===== src/rtl/tetris_pkg.sv =====
// Shared board geometry, empty-cell colour and line-clear state encoding
// used by every board RAM client.
package tetris_pkg;

   localparam int         BOARD_W      = 10;
   localparam int         BOARD_H      = 20;
   localparam logic [5:0] COLOUR_EMPTY = 6'd0;

   typedef enum logic [2:0] {
      IDLE,
      SCAN,
      SCAN_CHK,
      SHIFT_RD,
      SHIFT_WR,
      CLEAR_TOP,
      DONE
   } lc_state_e;

endpackage


===== src/rtl/board_addr.sv =====
// Combinational board RAM address: row*BOARD_W+col, 8-bit unsigned.
module board_addr
   import tetris_pkg::*;
(
   input  logic [4:0] row_i,
   input  logic [3:0] col_i,
   output logic [7:0] addr_o
);

   assign addr_o = 8'(row_i) * 8'(BOARD_W) + 8'(col_i);

endmodule


===== src/rtl/line_clear.sv =====
// Finds full board rows bottom-up, shifts everything above down one row and
// empties row 0. Optional lines_total counter under LINE_CLEAR_TOTAL_EN.
module line_clear
   import tetris_pkg::*;
(
   input  logic        clk,
   input  logic        reset,
   input  logic        enable,
   input  logic [5:0]  ram_Q,
   output logic [7:0]  ram_addr,
   output logic [5:0]  ram_data,
   output logic        ram_wren,
   output logic [4:0]  rows_cleared,
   output logic        complete
`ifdef LINE_CLEAR_TOTAL_EN
   ,
   output logic [15:0] lines_total
`endif
);

   localparam logic [3:0] COL_LAST = 4'(BOARD_W - 1);
   localparam logic [4:0] ROW_TOP  = 5'(BOARD_H - 1);

   lc_state_e  state_q, state_d;
   logic [4:0] row_q, row_d;
   logic [3:0] col_q, col_d;
   logic [4:0] dst_q, dst_d;
   logic [4:0] count_q, count_d;
   logic       full_q, full_d;
   logic [4:0] rows_cleared_q, rows_cleared_d;
   logic       complete_q, complete_d;
   logic [4:0] addr_row;
   logic       occupied;
   logic       row_full;

   assign occupied = (ram_Q != COLOUR_EMPTY);
   // The word for the last column arrives during SCAN_CHK itself.
   assign row_full = full_q & occupied;

   always_ff @(posedge clk or posedge reset) begin
      if (reset) begin
         state_q        <= IDLE;
         row_q          <= '0;
         col_q          <= '0;
         dst_q          <= '0;
         count_q        <= '0;
         full_q         <= 1'b0;
         rows_cleared_q <= '0;
         complete_q     <= 1'b0;
      end else begin
         state_q        <= state_d;
         row_q          <= row_d;
         col_q          <= col_d;
         dst_q          <= dst_d;
         count_q        <= count_d;
         full_q         <= full_d;
         rows_cleared_q <= rows_cleared_d;
         complete_q     <= complete_d;
      end
   end

   always_comb begin
      state_d        = state_q;
      row_d          = row_q;
      col_d          = col_q;
      dst_d          = dst_q;
      count_d        = count_q;
      full_d         = full_q;
      rows_cleared_d = rows_cleared_q;
      complete_d     = 1'b0;
      ram_wren       = 1'b0;
      ram_data       = COLOUR_EMPTY;
      case (state_q)
         IDLE: begin
            if (enable) begin
               row_d   = ROW_TOP;
               col_d   = '0;
               count_d = '0;
               state_d = SCAN;
            end
         end
         SCAN: begin
            full_d = (col_q == '0) ? 1'b1 : (full_q & occupied);
            if (col_q == COL_LAST) begin
               col_d   = '0;
               state_d = SCAN_CHK;
            end else begin
               col_d = col_q + 4'd1;
            end
         end
         SCAN_CHK: begin
            if (row_full) begin
               count_d = count_q + 5'd1;
               dst_d   = row_q;
               col_d   = '0;
               state_d = (row_q == '0) ? CLEAR_TOP : SHIFT_RD;
            end else if (row_q == '0) begin
               rows_cleared_d = count_q;
               complete_d     = 1'b1;
               state_d        = DONE;
            end else begin
               row_d   = row_q - 5'd1;
               state_d = SCAN;
            end
         end
         SHIFT_RD: state_d = SHIFT_WR;
         SHIFT_WR: begin
            ram_wren = 1'b1;
            ram_data = ram_Q;
            if (col_q == COL_LAST) begin
               col_d   = '0;
               dst_d   = dst_q - 5'd1;
               state_d = (dst_q == 5'd1) ? CLEAR_TOP : SHIFT_RD;
            end else begin
               col_d   = col_q + 4'd1;
               state_d = SHIFT_RD;
            end
         end
         CLEAR_TOP: begin
            ram_wren = 1'b1;
            if (col_q == COL_LAST) begin
               // Re-scan the same row: the row shifted into it may be full too.
               col_d   = '0;
               state_d = SCAN;
            end else begin
               col_d = col_q + 4'd1;
            end
         end
         DONE: begin
            if (!enable) state_d = IDLE;
         end
         default: state_d = IDLE;
      endcase
      if (!enable && state_q != IDLE && state_q != DONE) begin
         state_d        = IDLE;
         ram_wren       = 1'b0;
         complete_d     = 1'b0;
         rows_cleared_d = rows_cleared_q;
      end
   end

   always_comb begin
      addr_row = row_q;
      case (state_q)
         SHIFT_RD:  addr_row = dst_q - 5'd1;
         SHIFT_WR:  addr_row = dst_q;
         CLEAR_TOP: addr_row = '0;
         default:   addr_row = row_q;
      endcase
   end

   board_addr u_board_addr (
      .row_i  (addr_row),
      .col_i  (col_q),
      .addr_o (ram_addr)
   );

   assign rows_cleared = rows_cleared_q;
   assign complete     = complete_q;

`ifdef LINE_CLEAR_TOTAL_EN
   logic [15:0] lines_total_q;
   logic [16:0] total_sum;

   assign total_sum = {1'b0, lines_total_q} + {12'd0, count_q};

   always_ff @(posedge clk or posedge reset) begin
      if (reset) begin
         lines_total_q <= '0;
      end else if (complete_d) begin
         lines_total_q <= total_sum[16] ? 16'hFFFF : total_sum[15:0];
      end
   end

   assign lines_total = lines_total_q;
`endif

endmodule


===== config.mk =====
export PLATFORM = sky130hd
export DESIGN_NAME = line_clear
export DESIGN_NICKNAME = d
export VERILOG_FILES = /design/src/rtl/tetris_pkg.sv /design/src/rtl/board_addr.sv /design/src/rtl/line_clear.sv
export SDC_FILE = /design/constraint.sdc
export NUM_CORES = 1
export LEC_CHECK = 0
export ABC_AREA = 1
export BUFFER_PORTS_ARGS = -buffer_cell sky130_fd_sc_hd__buf_2
export CAP_MARGIN = 10
export CORE_MARGIN = 2
export CORE_UTILIZATION = 30
export CTS_BUF_LIST = sky130_fd_sc_hd__clkbuf_4
export DETAILED_ROUTE_END_ITERATION = 7
export GPL_ROUTABILITY_DRIVEN = 0
export PLACE_DENSITY = 0.45
export SLEW_MARGIN = 20
export SYNTH_ARGS = -nofsm -noshare
export SYNTH_HDL_FRONTEND = slang
export SYNTH_SLANG_ARGS = --single-unit

===== constraint.sdc =====
create_clock -name clk -period 9.2 [get_ports clk]
set_clock_uncertainty 0.2 [all_clocks]
set_input_delay 0 -clock clk [delete_from_list [all_inputs] [get_ports clk]]
set_output_delay 0 -clock clk [all_outputs]
set_load 0.05 [all_outputs]

==> impl_metrics.yaml, run 1 <==
outcome:
  status: "finished clean"
logic_synthesis:
  synth-xor-area-share: 0.0425
  ys_ff_latch: 29
  synth-main-ff-cell: "dfrtp_1"
  synth.area.mux_share: 0
  avgSynthCellArea_um2: 7.36
  synth-simple-area-share: 0.320
  synth_cell_type_count: 34
  yosysSeqAreaShare: 0.320
  yosysWarningCount: 0
  syn_nets: 335
  synthArstFlopShare: 1.00
  synth-edff-count: 0
  synth_area_mm2: 0.00227
  yosys.area_share.adder: 0.106
  synth_top_area_share: 0.320
  synth_area_leaders: "dfrtp_1 32%, nand2_1 13%, ha_1 8.8%"
  synthTopCellsByCount: "77 x nand2_1, 43 x inv_1, 29 x dfrtp_1, 29 x nand3_1, 27 x o21ai_0"
  synth-compound-area-share: 0.109
  synth_top_area_cell: "dfrtp_1"
  synth_top_family_by_area: "simple AND/OR/NAND/NOR gates"
  synthCells: 308
  synth.most_common_cell: "nand2_1"
floorplan:
  initial_utilization: 0.311
  die_w_um: 90.9
  die_y_um: 90.9
  rows: 31
  ios: 30
  die_area_mm2: 0.00826
  core_area_mm2: 0.00729
power:
  power.density_mw_per_mm2: 358
  leakage_nw: 1.36
  irDropWorstVdd_uv: 149
clocking:
  ctsRootBufferMaster: "clkbuf_4"
  cts_max_path_buffers: 2
  cts_setup_buffers: 0
  ctsResizeCount: 0
  h-tree-depth: 2
  clock_latency_ns: 0.33
  cts_sinks: 29
  cts_buffers: 5
  clkTransAtPathRegs_ns: 0.10
  cts_tree: "built"
layout:
  drive_gt1_frac: 0.174
  utilization: 0.354
  fin_cells: 443
  num-nets-final: 370
  n_antenna_cell: 0
  layout-area-overhead-vs-synth_pct: 14.0
place:
  placed_cells: 433
  portBuffers: 29
  place_ws_ns: 5.76
  detailed_place_hpwl_um: 4040
setup_path:
  arrival_ns: 3.59
  start_kind: "flop"
  cp_max_fo: 18
  cp.required_ns: 9.00
  cp_common_cell: "nand2_1"
  endpoint_kind: "primary output"
  crit_type: "flop to primary output"
  rrSetupSlack_ns: 7.29
  slowest_stage: "dfrtp_1"
  critical_path.max_stage_delay_ns: 0.52
  path_cells: "nor2_4, nand2_4, nand3_1, inv_1, nand2_1, o221ai_1, ha_1, ha_1, fa_1, nand2_1, inv_1, nand3_1, nand2_1, inv_1, nor2_1, nand2_1, nand2_1, inv_1, buf_2"
grt:
  grt_overflow: 0
  antenna_found_initial: 0
  grt_pass1_vias: 1847
  grt_pass1_wl_um: 8870
  grt_start_max_net_pins: 30
  grt_usage: 0.133
timing:
  fin_crit_sh: 0.412
  tns_ns: 0
  finalSetupViolCount: 0
  finalMaxSlewViolations: 0
  fin_crit_ns: 3.79
  grt_setup_unrepaired: "false"
  clock.fmax_mhz: 264
  worst_pin_slew_ns: 0.450
  whs_ns: 0.0483
  setup_slack_ns: 5.41
  finalHoldViolCount: 0
  max_slew_margin: 0.700
routing:
  finalWirelength_um: 5040
  vias_per_cell: 4.49
  first_iter_violations: 73
  vias: 1987
  wire_per_inst_um: 11.4
  route.detailed.drc: 0
  first_pass_iters: 4
  ant_nets: 0
run:
  maxCapViolCount: 0
hold_path:
  min_path_type: "primary input to flop"
[power breakdown]
part | switching (mW) | leakage [nW] | internal [mW]
Combinational | 0.460 | 0.939 | 0.177
Clock | 0.0471 | 0.0354 | 0.0320
Sequential | 0.0482 | 0.382 | 0.162
[critical path: cells and delay by family (launching register included)]
kind,cells,cell delay [ns]
DFF,1,0.52
buffers and inverters,5,0.43
adders and majority gates,3,1.09
and+or+nand+nor,10,1.02
AOI/OAI and AO/OA,1,0.20
[cell usage in the layout (no fill, tap or decap), types with 2 or more instances in the layout]
master         instances
ha_1                  16
or2_2                  3
nand2_4                2
nand3_2                2
nand2_2                2
nor2_1                26
xnor2_1                3
o211ai_1               3
nor2_2                 3
nand2_1               77
nand4_1                5
a21oi_1                4
clkinv_2               3
buf_2                 29
inv_1                 43
dfrtp_1               29
fa_1                   2
dlygate4sd3_1          2
o21ai_0               27
inv_2                  2
xor2_1                 8
o21ai_1                6
clkbuf_4               6
nand3_1               29
[logic make-up (layout without fill, tap and decap cells)]
family,after synthesis,in the layout
buf+inv,52,88
fa+ha+maj,18,18
simple gates,153,153
flops,29,29
compound gates,45,45
xor+xnor,11,11
[sequential cells by signal, summed over array words and instances, names as in the netlist]
| signal | cells |
|---|---|
| count_q | 5 |
| dst_q | 5 |
| row_q | 5 |
| rows_cleared | 5 |
| col_q | 4 |
| state_q | 3 |
| complete | 1 |
| full_q | 1 |
[routing by layer]
layer | track usage | up-vias | wire [um] | part of all wire
met5 | 0 | - | 0 | 0
li1 | - | 1067 | - | -
met4 | 0.0417 | 0 | 68 | 0.014
met1 | 0.182 | 885 | 2460 | 0.49
met2 | 0.215 | 29 | 2350 | 0.47
met3 | 0.0225 | 6 | 159 | 0.032
[through the flow]
| step | instance area, um^2 | power [mW] |
|---|---|---|
| 6_report | 2580 | 0.926 |
| 5_1_grt | 2580 | 1.01 |
| 4_1_cts | 2580 | 0.940 |
| 3_5_place_dp | 2510 | 0.855 |
| 3_3_place_gp | 2510 | 0.856 |
| 2_1_floorplan | 2270 | 0.735 |
[area by class of cell]
cell class                      count  area [um^2]
Clock buffer                        6         45.0
Fill cell                         813         4710
Clock inverter                      2         10.0
Inverter                           48          196
Multi-Input combinational cell    227         1310
Timing Repair Buffer               32          173
Sequential cell                    29          726
Tap cell                           99          124
[worst paths after layout]
kind,to,depth (start not counted),from
max,ram_addr[7],19,state_q[1]
max reg2reg,state_q[1],10,row_q[0]
max in group asynchronous,row_q[1],4,reset
min in group asynchronous,full_q,4,reset
min,dst_q[3],6,ram_Q[3]
min reg2reg,rows_cleared[3],2,rows_cleared[3]
[repair_timing]
item	4_1_cts	5_1_grt
hold endpoints to repair	33	0
setup endpoints to repair	0	0
hold buffers	2	0
No activity file was read; power rests on OpenSTA's default activity.
==> run 2, diff against run 1 <==
==> constraint.sdc (replaced) <==
create_clock -name clk -period 3.72 [get_ports clk]
set_clock_uncertainty 0.2 [all_clocks]
set_input_delay 0 -clock clk [delete_from_list [all_inputs] [get_ports clk]]
set_output_delay 0 -clock clk [all_outputs]
set_load 0.05 [all_outputs]
==> run 2 against run 1 <==
Register-to-register slack worse by 5.5 ns; die area stayed put; setup slack worse by 5.2 ns; worst hold slack got worse by 0.0041 ns; utilization grew 1.8 points; highest routed layer unchanged.
==> impl_metrics.yaml, run 2 (synthesis results as in run 1) <==
timing:
  finalHoldViolCount: 0
  fin_crit_sh: 0.931
  finalMaxSlewViolations: 0
  max_slew_margin: 0.753
  whs_ns: 0.0442
  finalSetupViolCount: 0
  grt_setup_unrepaired: "false"
  tns_ns: 0
  worst_pin_slew_ns: 0.366
  fin_crit_ns: 3.46
  clock.fmax_mhz: 289
grt:
  grt_overflow: 0
  grt_pass1_wl_um: 8950
  antenna_found_initial: 0
  grt_usage: 0.134
  grt_pass1_vias: 1888
  grt_start_max_net_pins: 30
setup_path:
  reg2reg_depth: 10
  cp_common_cell: "nand2_1"
  r2r_start: "row_q[0]"
  arrival_ns: 3.26
  endpoint_kind: "primary output"
  cp_max_fo: 7
  critical_path.max_stage_delay_ns: 0.53
  path_cells: "clkinv_8, nand3_4, nand3_2, inv_1, nand2_1, o221ai_4, ha_1, ha_2, fa_1, nand2_1, inv_1, nand3_1, nand2_1, inv_1, nor2_1, nand2_1, nand2_1, inv_1, buf_4"
  start_kind: "flop"
  slowest_stage: "dfrtp_2"
  rrSetupSlack_ns: 1.82
  crit_buf_inv: 6
  crit_type: "flop to primary output"
  reg2reg_to: "state_q[1]"
  crit_family: "adder cells"
  cp.required_ns: 3.52
floorplan:
  die_area_mm2: 0.00826
  rows: 31
  core_area_mm2: 0.00729
  ios: 30
  initial_utilization: 0.311
  die_y_um: 90.9
  die_w_um: 90.9
clocking:
  cts_buffers: 5
  clkTransAtPathRegs_ns: 0.10
  clock_latency_ns: 0.33
  cts_sinks: 29
  cts_max_path_buffers: 2
  ctsRootBufferMaster: "clkbuf_4"
  cts_tree: "built"
  h-tree-depth: 2
power:
  p_total_mw: 2.42
  irDropWorstVdd_uv: 369
  clockPowerShare: 0.080
  p_sw_frac: 0.587
  seqPwrFrac: 0.210
  switchingPower_mw: 1.42
  leakage_nw: 1.40
  combPwrFrac: 0.710
  power.internal_uw: 999
  power.density_mw_per_mm2: 891
place:
  post_dp_cell_area_mm2: 0.00251
  portBuffers: 29
  detailed_place_hpwl_um: 4040
layout:
  design_area_mm2: 0.00272
  seq_area_um2: 729
  drive_gt1_frac: 0.223
  n_antenna_cell: 0
  num-fill-cells: 799
  num-nets-final: 380
  layout-area-overhead-vs-synth_pct: 19.9
  multi_input_comb_area_mm2: 0.00136
  final_cell_mix: "76 x nand2_1, 43 x inv_1, 28 x buf_2"
  layout_commonest_cell: "nand2_1"
routing:
  wire_per_inst_um: 11.4
  vias: 2029
  route.detailed.drc: 0
  first_iter_violations: 66
  vias_per_cell: 4.48
  finalWirelength_um: 5150
  ant_nets: 0
  first_pass_iters: 4
hold_path:
  hold_start: "ram_Q[3]"
  holdPathStages: 6
  min_path_type: "primary input to flop"
  min_to: "dst_q[3]"
run:
  maxCapViolCount: 0
outcome:
  status: "finished clean"
-- run 2: cell types whose count changed in the layout (fill, tap and decap cells not counted), sizes merged --
cell and change:
buf +10
-- run 2: routing by layer --
| layer | up-vias | global-route usage | part of all wire |
|---|---|---|---|
| met1 | 900 | 0.182 | 0.48 |
| met5 | - | 0 | 0 |
| li1 | 1092 | - | - |
| met3 | 8 | 0.0225 | 0.025 |
| met2 | 29 | 0.216 | 0.48 |
| met4 | 0 | 0.0455 | 0.017 |
-- run 2: worst min-delay path, stage by stage --
cell and delay (ns):
buf_2 0.09, nor2_1 0.04, nand3_1 0.12, nand3_4 0.13
o211ai_1 0.11, nand2_1 0.05
-- run 2: how the worst max path moves through the flow --
stage	start	end	slack, ns	cells after the start
floorplan	state_q[0]	ram_addr[6]	0.27	11
global placement	state_q[2]	ram_addr[7]	0.34	18
detailed placement	state_q[1]	ram_addr[7]	0.28	19
CTS	state_q[1]	ram_addr[7]	0.03	19
global route	dst_q[1]	ram_addr[7]	0.02	17
finish	state_q[2]	ram_addr[7]	0.26	19
-- run 2: metrics by stage --
stage               setup WS (ns)   util  cells
detailed placement          0.275  0.344    433
CTS                        0.0281  0.359    447
finish                      0.257  0.373    453
global placement            0.340  0.344    433
floorplan                   0.267      -    308
global route               0.0223  0.373    453
-- run 2: power groups by stage --
stage	clock [mW]	combinational [mW]	sequential, mW
floorplan	0	1.34	0.482
global placement	0	1.59	0.524
detailed placement	0	1.59	0.525
CTS	0.208	1.63	0.509
global route	0.223	1.90	0.521
finish	0.194	1.72	0.507
-- run 2: area by class of cell --
type                            count  share of cell area
Multi-Input combinational cell    227               0.501
Sequential cell                    29               0.269
Timing Repair Buffer               42              0.0921
Inverter                           48              0.0723
Tap cell                           99              0.0456
Clock buffer                        6              0.0166
Clock inverter                      2             0.00368
-- run 2: timing repair --
action | 4_1_cts | 5_1_grt
setup endpoints to repair | 1 | 2
hold buffers | 2 | 0
pin swaps | 0 | 2
gates resized for setup | 3 | 11
buffers inserted | 4 | 6
endpoints found under the hold margin | 33 | 0
